===== src/rtl/instruction_encoder_if.sv =====
// instruction_encoder_if: field-bundle handshake and instruction-memory write port of the instruction encoder
// Ports (master = loader/bench side, slave = encoder side):
//   start, finish        session open/close pulses
//   in_valid, in_ready   field-bundle handshake
//   format, opcode, rs, rt, rd, shamt, funct, immediate, address   decoded fields
//   mem_we, mem_addr, mem_wdata   registered instruction-memory write port
//   word_count, busy, done, err   session status
interface instruction_encoder_if #(parameter int ADDR_W = 8);
  logic start;
  logic finish;
  logic in_valid;
  logic in_ready;
  logic [1:0] format;
  logic [5:0] opcode;
  logic [4:0] rs;
  logic [4:0] rt;
  logic [4:0] rd;
  logic [4:0] shamt;
  logic [5:0] funct;
  logic [15:0] immediate;
  logic [25:0] address;
  logic mem_we;
  logic [ADDR_W-1:0] mem_addr;
  logic [31:0] mem_wdata;
  logic [ADDR_W:0] word_count;
  logic busy;
  logic done;
  logic err;
  modport master (
    output start, finish, in_valid, format, opcode, rs, rt, rd, shamt, funct, immediate, address,
    input in_ready, mem_we, mem_addr, mem_wdata, word_count, busy, done, err
  );
  modport slave (
    input start, finish, in_valid, format, opcode, rs, rt, rd, shamt, funct, immediate, address,
    output in_ready, mem_we, mem_addr, mem_wdata, word_count, busy, done, err
  );
endinterface


===== src/rtl/instruction_encoder.sv =====
// instruction_encoder: packs MIPS-32 R/I/J fields into words and streams them to instruction memory
// Ports: clk (rising edge), reset (sync, active-high), bus (instruction_encoder_if.slave: handshake, fields,
//   write port mem_we/mem_addr/mem_wdata, status word_count/busy/done/err).
// Optional: define INSTR_ENC_CHECK_EN to reject bundles whose opcode is inconsistent with the format.
module instruction_encoder #(
  parameter int ADDR_W = 8,
  parameter int DEPTH = 256
) (
  input logic clk,
  input logic reset,
  instruction_encoder_if.slave bus
);
  typedef enum logic [1:0] {IDLE, LOAD, DONE} state_t;
  state_t state, state_nx;
  logic [ADDR_W:0] cnt;
  logic acc, legal, wr;
  logic [31:0] enc;
  assign bus.in_ready = state == LOAD && cnt < (ADDR_W+1)'(DEPTH);
  assign bus.word_count = cnt;
  assign bus.busy = state == LOAD;
  assign bus.done = state == DONE;
  assign acc = bus.in_valid && bus.in_ready;
  assign wr = acc && legal;
  always_comb begin
    enc = bus.format == 2'd0 ? {6'b000000, bus.rs, bus.rt, bus.rd, bus.shamt, bus.funct} :
          bus.format == 2'd1 ? {bus.opcode, bus.rs, bus.rt, bus.immediate} :
                               {bus.opcode, bus.address};
  end
`ifdef INSTR_ENC_CHECK_EN
  always_comb begin
    legal = bus.format == 2'd0 ? bus.opcode == 6'd0 :
            bus.format == 2'd1 ? !(bus.opcode inside {6'd0, 6'd2, 6'd3}) :
            bus.format == 2'd2 ? (bus.opcode == 6'd2 || bus.opcode == 6'd3) : 1'b0;
  end
`else
  always_comb begin
    legal = bus.format != 2'd3;
  end
`endif
  // The write that fills the last slot closes the session on the same edge it is accepted.
  always_comb begin
    state_nx = state;
    state_nx = state == LOAD ? ((bus.finish || (wr && cnt == (ADDR_W+1)'(DEPTH - 1))) ? DONE : LOAD) :
               (bus.start ? LOAD : state);
  end
  always_ff @(posedge clk) begin
    state <= reset ? IDLE : state_nx;
  end
  always_ff @(posedge clk) begin
    if (reset) begin
      bus.mem_we <= 1'b0;
      bus.mem_addr <= '0;
      bus.mem_wdata <= '0;
      bus.err <= 1'b0;
      cnt <= '0;
    end else begin
      bus.mem_we <= wr;
      if (state != LOAD && bus.start) begin
        bus.mem_addr <= '0;
        bus.err <= 1'b0;
        cnt <= '0;
      end else if (wr) begin
        bus.mem_addr <= cnt[ADDR_W-1:0];
        bus.mem_wdata <= enc;
        cnt <= cnt + 1'b1;
      end else if (acc) begin
        bus.err <= 1'b1;
      end
    end
  end
endmodule

===== src/flat_wrapper.sv =====
// flat-port wrapper written by rule: the top's interface ports become plain ports
module instruction_encoder_flat 
#(
  parameter int ADDR_W = 8,
  parameter int DEPTH = 256
)
  (clk, reset, bus_start, bus_finish, bus_in_valid, bus_format, bus_opcode, bus_rs, bus_rt, bus_rd, bus_shamt, bus_funct, bus_immediate, bus_address, bus_in_ready, bus_mem_we, bus_mem_addr, bus_mem_wdata, bus_word_count, bus_busy, bus_done, bus_err);
  instruction_encoder_if #(.ADDR_W(ADDR_W)) bus_i ();
  input logic clk;
  input logic reset;
  input wire logic [$bits(bus_i.start)-1:0] bus_start;
  input wire logic [$bits(bus_i.finish)-1:0] bus_finish;
  input wire logic [$bits(bus_i.in_valid)-1:0] bus_in_valid;
  input wire logic [$bits(bus_i.format)-1:0] bus_format;
  input wire logic [$bits(bus_i.opcode)-1:0] bus_opcode;
  input wire logic [$bits(bus_i.rs)-1:0] bus_rs;
  input wire logic [$bits(bus_i.rt)-1:0] bus_rt;
  input wire logic [$bits(bus_i.rd)-1:0] bus_rd;
  input wire logic [$bits(bus_i.shamt)-1:0] bus_shamt;
  input wire logic [$bits(bus_i.funct)-1:0] bus_funct;
  input wire logic [$bits(bus_i.immediate)-1:0] bus_immediate;
  input wire logic [$bits(bus_i.address)-1:0] bus_address;
  output wire logic [$bits(bus_i.in_ready)-1:0] bus_in_ready;
  output wire logic [$bits(bus_i.mem_we)-1:0] bus_mem_we;
  output wire logic [$bits(bus_i.mem_addr)-1:0] bus_mem_addr;
  output wire logic [$bits(bus_i.mem_wdata)-1:0] bus_mem_wdata;
  output wire logic [$bits(bus_i.word_count)-1:0] bus_word_count;
  output wire logic [$bits(bus_i.busy)-1:0] bus_busy;
  output wire logic [$bits(bus_i.done)-1:0] bus_done;
  output wire logic [$bits(bus_i.err)-1:0] bus_err;
  assign bus_i.start = bus_start;
  assign bus_i.finish = bus_finish;
  assign bus_i.in_valid = bus_in_valid;
  assign bus_i.format = bus_format;
  assign bus_i.opcode = bus_opcode;
  assign bus_i.rs = bus_rs;
  assign bus_i.rt = bus_rt;
  assign bus_i.rd = bus_rd;
  assign bus_i.shamt = bus_shamt;
  assign bus_i.funct = bus_funct;
  assign bus_i.immediate = bus_immediate;
  assign bus_i.address = bus_address;
  assign bus_in_ready = bus_i.in_ready;
  assign bus_mem_we = bus_i.mem_we;
  assign bus_mem_addr = bus_i.mem_addr;
  assign bus_mem_wdata = bus_i.mem_wdata;
  assign bus_word_count = bus_i.word_count;
  assign bus_busy = bus_i.busy;
  assign bus_done = bus_i.done;
  assign bus_err = bus_i.err;
  instruction_encoder #(.ADDR_W(ADDR_W), .DEPTH(DEPTH)) u_core (.clk(clk), .reset(reset), .bus(bus_i));
endmodule

===== config.mk =====
export PLATFORM = sky130hd
export DESIGN_NAME = instruction_encoder_flat
export DESIGN_NICKNAME = d
export VERILOG_FILES = /design/src/rtl/instruction_encoder_if.sv /design/src/rtl/instruction_encoder.sv /design/src/flat_wrapper.sv
export SDC_FILE = /design/constraint.sdc
export NUM_CORES = 1
export LEC_CHECK = 0
export CORE_MARGIN = 2
export CORE_UTILIZATION = 43
export DETAILED_ROUTE_END_ITERATION = 10
export DONT_BUFFER_PORTS = 1
export GPL_TIMING_DRIVEN = 0
export PLACE_DENSITY = 0.67
export RECOVER_POWER = 50
export SLEW_MARGIN = 10
export SYNTH_ARGS = -nofsm -noshare
export SYNTH_HDL_FRONTEND = slang
export SYNTH_SLANG_ARGS = --single-unit

===== constraint.sdc =====
create_clock -name clk -period 4.2 [get_ports clk]
set_input_delay 0.84 -clock clk [delete_from_list [all_inputs] [get_ports clk]]
set_output_delay 0.84 -clock clk [all_outputs]
set_load 0.1 [all_outputs]

==> flow_summary.yaml <==
cts:
  cts.root.buffer_cell: "clkbuf_8"
  post_cts_resized: 0
  cts-htree-levels: 2
  insertion_delay_ns: 0.30
  clkTransAtPathRegs_ns: 0.09
  cts_buffer_depth: 2
  cts_tree: "yes"
  clock_sinks: 53
  cts_hold_buf: 0
  numCtsBuffers: 5
  cts_setup_buffers: 0
global_route:
  grt-ovfl-total: 0
  antenna_found_initial: 0
  met1_usage_pct: 23.8
  grt_pass1_wl_mm: 9.69
  grt_pass1_vias: 1949
  grt_util_all_layers_pct: 19.9
  grt_use_met3_pct: 6.97
  grt_max_degree: 17
  use_met2_pct: 33.0
  grt.busiest_layer: "met2"
synthesis:
  synthCells: 294
  syn-num-nets: 377
  synth_area_mm2: 0.00250
  yosysSeqAreaShare_pct: 42.4
  netlist.area_leader.share_pct: 42.4
  yosys-top-cells-area: "dfxtp_1 (42%), nand2_1 (11%), mux2i_1 (10%)"
  postSynthAreaPerCell_um2: 8.51
  yosysWarnings: 0
  ys_seq_elements: 53
  synth_top_cell_by_area: "dfxtp_1"
  netlist-cell-type-count: 35
drt:
  post-route-drc-count: 0
  avgViaCountPerCell: 5.54
  final_antenna_net_count: 0
  num_vias: 2072
  wl_per_cell_um: 17.0
  drtPass1Iterations: 4
  routed_wirelength_mm: 6.35
  first_iter_violations: 87
timing:
  hold_slack_ns: 0.622
  setup-tns-final_ns: 0
  relSlewSlack_pct: 22.7
  fin_worst_skew_ns: 0.00825
  fin_crit_ns: 2.84
  rsz0062_at_grt: "no"
  max_freq_mhz: 352
  setup_viol: 0
  worst_pin_slew_ns: 1.16
  period_share_pct: 67.7
  maxSlewViolCount: 0
  hold_violations: 0
  setup_ws_ns: 1.36
final_layout:
  postLayoutCellArea_mm2: 0.00270
  area_delta_synth_final_pct: 7.90
  num_antenna_cells: 0
  nets: 384
  fillCellCount: 562
  drive_gt1_share_pct: 11.6
min_path:
  hold_path_class: "reg2reg"
power_and_ir_drop:
  powerDensity_mw_per_mm2: 406
  ir_drop_mv: 0.176
  power.leakage_nw: 0.991
  total_power_mw: 1.09
critical_path:
  crit_path_cell_trace: "nor2_2"
  cp.required_ns: 3.36
  path_buf_inv: 0
  crit_fanout: 5
  crit_path_max_incr_delay_ns: 1.00
  endpoint_kind: "output port"
  r2r_setup_slack_ns: 1.63
  crit_type: "reg2out"
  worstSetupStartpointType: "register"
  critPathTopFamily: "simple AND/OR/NAND/NOR gates"
  slowest_stage: "nor2_2"
  arrival_ns: 2.00
floorplan:
  die_w_um: 80.3
  die_area_mm2: 0.00645
  start_util_pct: 44.9
  chipHeight_um: 80.3
  num_io_pins: 135
  num_rows: 27
  core_mm2: 0.00557
place:
  dp_slack_ns: 1.70
  portBuffers: 0
  hpwl_mm: 4.76
  placed_area_mm2: 0.00260
  routabilityCongestion: 0.698
status:
  status: "finished, final reports clean"
run:
  drv_cap: 0
cell families (layout without fill, tap and decap cells):
group,Yosys count,after routing,share of synthesized area [%]
adder cells (fa/ha/maj),2,2,1.00
multiplexers,26,26,10.4
buffers and inverters,25,33,6.80
XOR/XNOR,7,7,2.45
AND/OR/NAND/NOR,115,115,19.5
flip-flops,53,53,42.4
AO/OA/AOI/OAI,66,66,17.5
metrics by stage:
| step | cells | util [%] |
|---|---|---|
| after floorplan | 294 | - |
| after global placement | 366 | 46.5 |
| after detailed placement | 366 | 46.6 |
| after CTS | 374 | 48.6 |
| after global routing | 374 | 48.4 |
| final | 374 | 48.4 |
cell type report:
class | count | area [um^2] | area share [%]
tap | 72 | 90.1 | 3.34
buffer | 22 | 150 | 5.56
sequential | 53 | 1060 | 39.3
inverter | 3 | 11.3 | 0.417
multi-input combinational | 216 | 1280 | 47.3
clock buffer | 6 | 72.6 | 2.69
clock inverter | 2 | 38.8 | 1.44
layer usage:
layer	vias up	share of wire, %
met2	97	48
met5	-	0
met4	0	1.2
met1	958	42
met3	7	8.9
li1	1010	-
final timing paths:
| kind | start | to | cells after the start |
|---|---|---|---|
| worst max register to register | u_core.bus.word_count[8]$_SDFFE_PP0P_ | u_core.bus.mem_addr[4]$_SDFFE_PP0P_ | 6 |
| worst max-delay path | u_core.bus.word_count[8]$_SDFFE_PP0P_ | bus_in_ready | 1 |
| worst min-delay path | u_core.state[0]$_SDFFE_PP0P_ | u_core.state[0]$_SDFFE_PP0P_ | 2 |
| worst min register to register | u_core.state[0]$_SDFFE_PP0P_ | u_core.state[0]$_SDFFE_PP0P_ | 2 |
flip-flops by register name, indices dropped and copies added (netlist names):
register               count
u_core.bus.err             1
u_core.bus.word_count      9
u_core.bus.mem_wdata      32
u_core.bus.mem_addr        8
u_core.state               2
u_core.bus.mem_we          1
cell usage after synthesis:
cell type,instances
a21o_1,1
a31oi_1,1
xnor2_1,1
and3_1,1
xor2_1,6
a41oi_1,1
a21boi_0,1
nand4_1,3
buf_4,2
nand3_1,2
mux2i_1,26
nand2_1,72
o22ai_1,2
inv_1,3
o21ai_0,16
buf_2,5
nor2_2,4
and2_4,1
a21oi_1,26
buf_12,2
nor2_1,25
buf_6,4
or4_1,1
clkbuf_1,9
and4_1,1
o21a_1,1
nor2b_1,1
ha_1,2
nand2b_1,1
and4bb_1,1
a22oi_1,6
and2_1,2
dfxtp_1,53
o211ai_1,1
a211oi_2,10
report_power, final:
group | switching (mW) | total (mW) | internal (mW)
logic | 0.0824 | 0.127 | 0.0447
clock network | 0.165 | 0.344 | 0.179
registers | 0.107 | 0.624 | 0.517
placed cells by master, fill, tap and decap left out, drive strengths merged, types with 2 or more instances in the layout:
master | Yosys | routed
nand2 | 72 | 72
dfxtp | 53 | 53
nor2 | 29 | 29
mux2i | 26 | 26
a21oi | 26 | 26
clkbuf | 9 | 17
o21ai | 16 | 16
buf | 13 | 11
a211oi | 10 | 10
xor2 | 6 | 6
a22oi | 6 | 6
inv | 3 | 3
nand4 | 3 | 3
and2 | 3 | 3
o22ai | 2 | 2
nand3 | 2 | 2
ha | 2 | 2
Note: power is estimated with default switching activity, not from simulation.
